===== src/rtl/burst_collector.sv =====
// Read-side sink: requests 4-word memory bursts, captures the read data that
// trails each cen by one cycle, and hands the packed burst downstream.
module burst_collector #(
    parameter int DW = 8,
    parameter int AW = 10
) (
    input  logic            clk,
    input  logic            rst,
    output logic            req,
    input  logic            cen,
    input  logic            start,
    input  logic [AW-1:0]   addr,
    input  logic [DW-1:0]   rdata,
    output logic            pkt_valid,
    input  logic            pkt_ready,
    output logic [4*DW-1:0] pkt_data,
    output logic [AW-1:0]   pkt_addr,
    output logic [7:0]      pkt_cnt,
    output logic            err
);

    localparam logic [1:0] IDLE = 2'd0;
    localparam logic [1:0] FILL = 2'd1;
    localparam logic [1:0] HOLD = 2'd2;

    logic [1:0] state;
    logic       cen_d;
    logic [1:0] idx_d;
    logic [1:0] slot;
    logic       capture;

    // Captures only land while filling, so a stray read issued during HOLD
    // cannot disturb the packet waiting on the consumer.
    assign capture = cen_d && (state == FILL);

    always_ff @(posedge clk or posedge rst) begin
        if (rst) begin
            state     <= IDLE;
            req       <= 1'b0;
            pkt_valid <= 1'b0;
            pkt_data  <= '0;
            pkt_addr  <= '0;
            pkt_cnt   <= 8'd0;
            err       <= 1'b0;
            cen_d     <= 1'b0;
            idx_d     <= 2'd0;
            slot      <= 2'd0;
        end else begin
            cen_d <= cen;
            idx_d <= addr[1:0];

            if (capture)
                pkt_data[idx_d*DW +: DW] <= rdata;

            if ((capture && (idx_d != slot)) ||
                (cen && (state == HOLD)) ||
                (start && (state != FILL)))
                err <= 1'b1;

            case (state)
                IDLE: begin
                    if (cen) begin
                        req      <= 1'b0;
                        pkt_addr <= {addr[AW-1:2], 2'b00};
                        slot     <= 2'd0;
                        state    <= FILL;
                    end else begin
                        req <= 1'b1;
                    end
                end
                FILL: begin
                    req <= 1'b0;
                    if (capture) begin
                        slot <= 2'(slot + 2'd1);
                        if (slot == 2'd3) begin
                            pkt_valid <= 1'b1;
                            state     <= HOLD;
                        end
                    end
                end
                HOLD: begin
                    if (pkt_ready) begin
                        pkt_valid <= 1'b0;
                        pkt_cnt   <= pkt_cnt + 8'd1;
                        req       <= 1'b1;
                        state     <= IDLE;
                    end
                end
                default: state <= IDLE;
            endcase
        end
    end

endmodule

===== config.mk =====
export PLATFORM = sky130hd
export DESIGN_NAME = burst_collector
export DESIGN_NICKNAME = d
export VERILOG_FILES = /design/src/rtl/burst_collector.sv
export SDC_FILE = /design/constraint.sdc
export NUM_CORES = 1
export LEC_CHECK = 0
export CAP_MARGIN = 15
export CORE_MARGIN = 10
export CORE_UTILIZATION = 50
export CTS_CLUSTER_DIAMETER = 50
export CTS_CLUSTER_SIZE = 24
export DETAILED_ROUTE_END_ITERATION = 12
export MAX_ROUTING_LAYER = met4
export PLACE_DENSITY_LB_ADDON = 0.3
export SYNTH_ARGS = -nofsm -noshare
export SYNTH_HDL_FRONTEND = slang
export SYNTH_SLANG_ARGS = --single-unit

===== constraint.sdc =====
create_clock -name clk -period 6.4 [get_ports clk]
set_clock_uncertainty 0.1 [all_clocks]
set_input_delay 1.92 -clock clk [delete_from_list [all_inputs] [get_ports clk]]
set_output_delay 1.92 -clock clk [all_outputs]
set_load 0.01 [all_outputs]

=== Yosys cells after proc, flatten, opt, wreduce, memory -nomap -nowiden ===
Index checks and enable logic that the tools add are counted.

* Flip-flop bits (word level): 58
* Output and inout bits: 53
* Logic and storage cells: 56

* Add/subtract/negate cells: 3
* Eq/ne operators: 9
* Shift-type cells: 2
* Multiplexer cells: 16
* Reductions and logical operators: 16

{| class="wikitable"
|+ Operators by type and width
! kind !! count
|-
| $neg 5->34 || 1
|-
| $shift 8x34->32 const A || 1
|-
| $shiftx 8x34->32 || 1
|-
| $bwmux 32 || 1
|-
| $mux 2 || 6
|-
| $add 8x1->8 const B || 1
|-
| $reduce_and 4->1 || 2
|-
| $ne 2x2->1 const B || 3
|-
| $pmux 2 s3 || 1
|-
| $reduce_and 2->1 || 3
|-
| $mux 1 || 5
|-
| $eq 2x2->1 const B || 2
|-
| $logic_and 1x1->1 || 4
|-
| $ne 2x1->1 const B || 2
|-
| $pmux 2 s2 || 1
|-
| $reduce_bool 2->1 || 2
|-
| $pmux 1 s3 || 1
|-
| $reduce_and 3->1 || 1
|-
| $reduce_bool 3->1 || 1
|-
| $add 2x1->2 const B || 1
|-
| $eq 2x1->1 const B || 1
|-
| $logic_not 2->1 || 1
|-
| $logic_or 1x1->1 || 2
|-
| $ne 2x2->1 || 1
|-
| $pmux 1 s2 || 1
|}

=== Longest topological paths before layout ===
* Depth in word-level cells: 5
* Depth in mapped cells: 6
* Gate-level depth less buffers: 5

=== Least setup slack after synthesis ===
Ideal clock, no wire load.

* Kind: input to register
* Start: input pkt_ready
* End: register state[0]
* Setup time: 125 ps
* Data arrival time: 2597 ps
* Data required time: 6175 ps
* Setup slack: 3579 ps
* Stages on the path: 3
* Path through: nand2b_1 > and3b_1 > mux2_2

* Cells in the longest elaborated chain, start to end: 2

{| class="wikitable"
|+ RTL lines
! element !! line !! source
|-
| start: declaration || 15 || <nowiki>input logic pkt_ready,</nowiki>
|-
| $ne 2x2->1 (no source line) || -- ||
|-
| $reduce_and 4->1 (no source line) || -- ||
|-
| end signal: assignment || 38 || <nowiki>state <= IDLE;</nowiki>
|-
| end signal: assignment || 66 || <nowiki>state <= FILL;</nowiki>
|-
| end signal: assignment || 77 || <nowiki>state <= HOLD;</nowiki>
|-
| end: declaration || 26 || <nowiki>logic [1:0] state;</nowiki>
|}

Every way passes these cells.
A chain may end at the register's enable or synchronous reset.

=== Final worst setup path ===
* Start: register pkt_cnt[0]
* End: output pkt_cnt[0]

{| class="wikitable"
|+ RTL lines
! element !! line !! source
|-
| start: declaration || 18 || <nowiki>output logic [7:0] pkt_cnt,</nowiki>
|-
| start signal: assignment || 84 || <nowiki>pkt_cnt <= pkt_cnt + 8'd1;</nowiki>
|}

No word-level cell between the ends.

==> qor_table.md <==
| Group | Quantity | Value |
|---|---|---|
| status | Status | completed |
| finish | Antenna cells | 0 |
| place | Placer Congestion | 0.792 |
| worst setup path | CP max stage cell | sky130_fd_sc_hd__clkdlybuf4s50_1 |
| yosys | Number of synthesized flops with an enable pin | 0 |
| power and ir drop | Power spent charging and discharging nets | 0.429 mW |
| sta | Count of final setup violators | 0 |
| clock tree | Clock latency at the later pin of the worst-skew pair | 0.34 ns |
| global route | GR Overflow Total | 0 |
| yosys | Count of different cell masters after synthesis | 34 |
| finish | Final instance area | 3520 sq um |
| worst setup path | Biggest fanout along the worst timing path | 6 |
| global route | Initial antenna violation count | 0 |
| worst hold path | Hold-critical path depth | 2 |
| yosys | Library cell with the highest instance count after synthesis | sky130_fd_sc_hd__dfrtp_1 |
| floorplanning | Number of cell rows | 25 |
| power and ir drop | Maximum ir drop on the vdd rail | 242 uV |
| worst hold path | Class of the tightest hold or removal check | flip-flop to flip-flop |
| global route | All-layer global routing usage | 15.3% |
| yosys | Most common flop cell mapped by yosys | sky130_fd_sc_hd__dfrtp_1 |
| sta | Post-route setup TNS | 0 ns |
| global route | Largest net degree at the start of global routing | 59 |
| clock tree | Post-cts resize count | 0 |
| yosys | Avg Cell Area, Syn | 14.0 sq um |
| clock tree | CTS Hold Bufs | 0 |
| detailed routing | Routed Antenna Nets | 0 |
| yosys | Sequential element share of the synthesized area | 57.4% |
| power and ir drop | Part of the total power dissipated in the clock network | 24.5% |
| power and ir drop | Leak Pwr | 1.54 nW |
| detailed routing | First-pass iteration count of the detailed router | 4 |
| clock tree | Post-CTS setup repair buffer count | 0 |
| power and ir drop | Power Internal | 0.920 mW |
| floorplanning | DIE HEIGHT | 91.1 um |
| sta | Number of pins exceeding their max-slew limit in the final report | 0 |
| finish | Area of all sequential standard cells | 1450 sq um |
| yosys | Combined area of all synthesized cells | 2530 sq um |
| worst setup path | Depth of the worst register-to-register path | 5 |
| yosys | Number of synthesized register bits | 58 |
| floorplanning | Die X | 91.1 um |
| finish | Fill cell total of the finished layout | 354 |
| finish | Post-synthesis to final-layout area growth | 39.1% |
| worst setup path | Type of the worst setup path | flip-flop to output pin |
| yosys | Syn. warnings | 0 |
| worst setup path | Crit path arrival time | 1.38 ns |
| floorplanning | Starting density of the core | 52.5% |
| floorplanning | Boundary pin count | 76 |
| power and ir drop | Sequential cell fraction of total power | 39.4% |
| worst setup path | Required time worst endpoint | 4.38 ns |
| yosys | Post-synth top area cell | sky130_fd_sc_hd__dfrtp_1 |
| detailed routing | DRC Markers | 0 |
| global route | Global-route wire length before repair | 9850 um |
| sta | Minimum period implied by the final worst setup slack | 3.40 ns |
| clock tree | Clock Tree Root | sky130_fd_sc_hd__clkbuf_8 |
| flow run | Reported max-cap violation count | 0 |
| worst setup path | Number of buffers and inverters on the critical path | 1 |
| yosys | Main combinational cell family by area after synthesis | compound AO/OA/AOI/OAI gates |
| worst setup path | Cell class contributing the biggest share of worst-path delay | buffers and inverters |
| floorplanning | Placeable Area | 4820 sq um |
| worst setup path | Worst stage delay on the critical path | 0.59 ns |
| sta | Unrepaired setup endpoints after global routing | false |
| yosys | Gate count after technology mapping | 181 |
| global route | Number of global-route vias before repair | 1,923 |
| clock tree | Total number of clock tree sinks | 58 |
| finish | Share of cells above drive strength 1 | 14.6% |
| power and ir drop | Gate power share | 36.1% |
| sta | Crit share post-route | 53.2% |
| yosys | Synth Area in Compound Gates | 13.4% |
| detailed routing | Overall routed net length | 5870 um |
| sta | Final Hold Fails | 0 |
| clock tree | H-tree level count | 3 |
| sta | Worst-case headroom to the max-slew limit | 52.9% |
| place | Instance area at placement | 3320 sq um |
| sta | Max frequency | 294 MHz |
| clock tree | Cts bufs inserted | 9 |
| detailed routing | Post-DR vias/cell | 5.29 |
| place | Port Buffers | 73 |
| power and ir drop | Power per standard cell area | 384 nW/um^2 |
| finish | Area used by multi-input combinational logic | 1020 sq um |
| worst setup path | Cell-by-cell trace of the critical path | clkdlybuf4s50_1 |
| sta | Transition at the pin with the smallest max-transition slack | 0.707 ns |
| yosys | Fraction of post-synthesis cell area in the top cell type by area | 57.4% |
| floorplanning | Total die area | 8300 sq um |
| worst setup path | Startpoint Class | flip-flop |
| yosys | Proportion of synthesized area in mux cells | 5.69% |
| clock tree | Clock slew seen by the registers of the worst setup and hold paths | 0.07 ns |
| detailed routing | Total via count after detailed routing | 1,773 |
| power and ir drop | Net switching share of the total power | 31.8% |
| detailed routing | Iter 0 DRT Violations | 82 |
| yosys | Post-synthesis share of cell area spent on and, or, nand and nor gates | 10.8% |
| yosys | Xor/xnor cell area share of the yosys netlist | 3.12% |
| yosys | Most used standard cells in the synthesized netlist | sky130_fd_sc_hd__dfrtp_1, sky130_fd_sc_hd__a22o_1, sky130_fd_sc_hd__ha_1 |
| clock tree | Clock tree from TritonCTS | built |
| place | Post-detail-place hpwl | 4410 um |
| detailed routing | Avg WL per Cell | 17.5 um |
| yosys | Share of synthesized registers carrying an async set or reset | 100% |
| clock tree | Maximum number of buffers from clock root to sink | 2 |
| worst setup path | Critical path depth in cells | 1 |
| yosys | Largest cells by area after synthesis | sky130_fd_sc_hd__dfrtp_1, sky130_fd_sc_hd__a22o_1, sky130_fd_sc_hd__ha_1 |
| worst setup path | Type of destination of the critical path | output pin |
| yosys | Post-synthesis share of cell area spent on full adders, half adders and majority gates | 6.93% |
| finish | Count of nets after finishing | 300 |
layout by cell type, fill, tap and decap left out, drive strengths merged, types with 2 or more instances in the layout:
master | netlist | final
a22o | 30 | 30
and4 | 2 | 2
clkbuf | 0 | 9
clkdlybuf4s50 | 0 | 73
clkinv | 0 | 2
clkinvlp | 0 | 4
conb | 1 | 2
dfrtp | 58 | 58
ha | 14 | 14
inv | 8 | 8
mux2 | 11 | 11
mux2i | 2 | 2
nand2 | 10 | 10
nand2b | 4 | 4
nand3 | 5 | 5
nand4 | 3 | 3
nor2 | 3 | 3
nor4 | 2 | 2
nor4b | 2 | 2
xnor2 | 7 | 7
xor2 | 2 | 2
routing by layer:
layer  track usage, %  share of wire [%]  wire length, um
met1             17.1                 44             2610
met4             9.27                2.9              172
met3             5.02                6.8              399
met2             23.3                 46             2690
met5                -                  0                0
cells by family after synthesis:
logic type,count (synthesis)
AO/OA/AOI/OAI,40
flip-flops,58
AND/OR/NAND/NOR,34
buffers and inverters,12
multiplexers,13
adder cells (fa/ha/maj),14
XOR/XNOR,9
other,1
area by class of cell:
class / count / share of cell area, %
Clock buffer: 9 / 3.52
Timing Repair Buffer: 74 / 21.0
Tap cell: 67 / 2.38
Inverter: 8 / 0.925
Multi-Input combinational cell: 112 / 28.9
Clock inverter: 7 / 1.99
Sequential cell: 58 / 41.3
power groups by stage:
| stage | clock (mW) | combinational (mW) | sequential (mW) |
|---|---|---|---|
| floorplan | 0 | 0.218 | 0.567 |
| global placement | 0 | 0.481 | 0.535 |
| detailed placement | 0 | 0.492 | 0.538 |
| CTS | 0.335 | 0.497 | 0.533 |
| global route | 0.350 | 0.530 | 0.547 |
| finish | 0.330 | 0.487 | 0.532 |
final timing paths:
path | start | end | slack [ns]
setup reg to reg | idx_d[0] | pkt_data[18] | 4.24
hold / removal | pkt_data[31] | pkt_data[31] | 0.38
setup / recovery | pkt_cnt[0] | pkt_cnt[0] | 3.00
min in group asynchronous | rst | pkt_addr[4] | 1.97
max in group asynchronous | rst | pkt_addr[2] | 3.74
hold reg to reg | pkt_data[31] | pkt_data[31] | 0.38
through the flow:
step	total power [mW]	util (%)	worst slack (ns)	cells	hold WS (ns)
global placement	1.02	69.0	2.99	319	0.359
CTS	1.36	73.0	2.98	335	0.383
detailed placement	1.03	69.0	2.92	319	0.368
floorplan	0.785	-	2.95	182	0.408
global route	1.43	73.0	2.94	335	0.409
finish	1.35	73.0	3.00	335	0.383
registers in the layout (all words and copies together), names as in the netlist:
| signal | cells |
|---|---|
| err | 1 |
| slot | 2 |
| req | 1 |
| idx_d | 2 |
| pkt_cnt | 8 |
| state | 2 |
| pkt_addr | 8 |
| pkt_valid | 1 |
| pkt_data | 32 |
| cen_d | 1 |
Note: power is estimated with default switching activity, not from simulation.
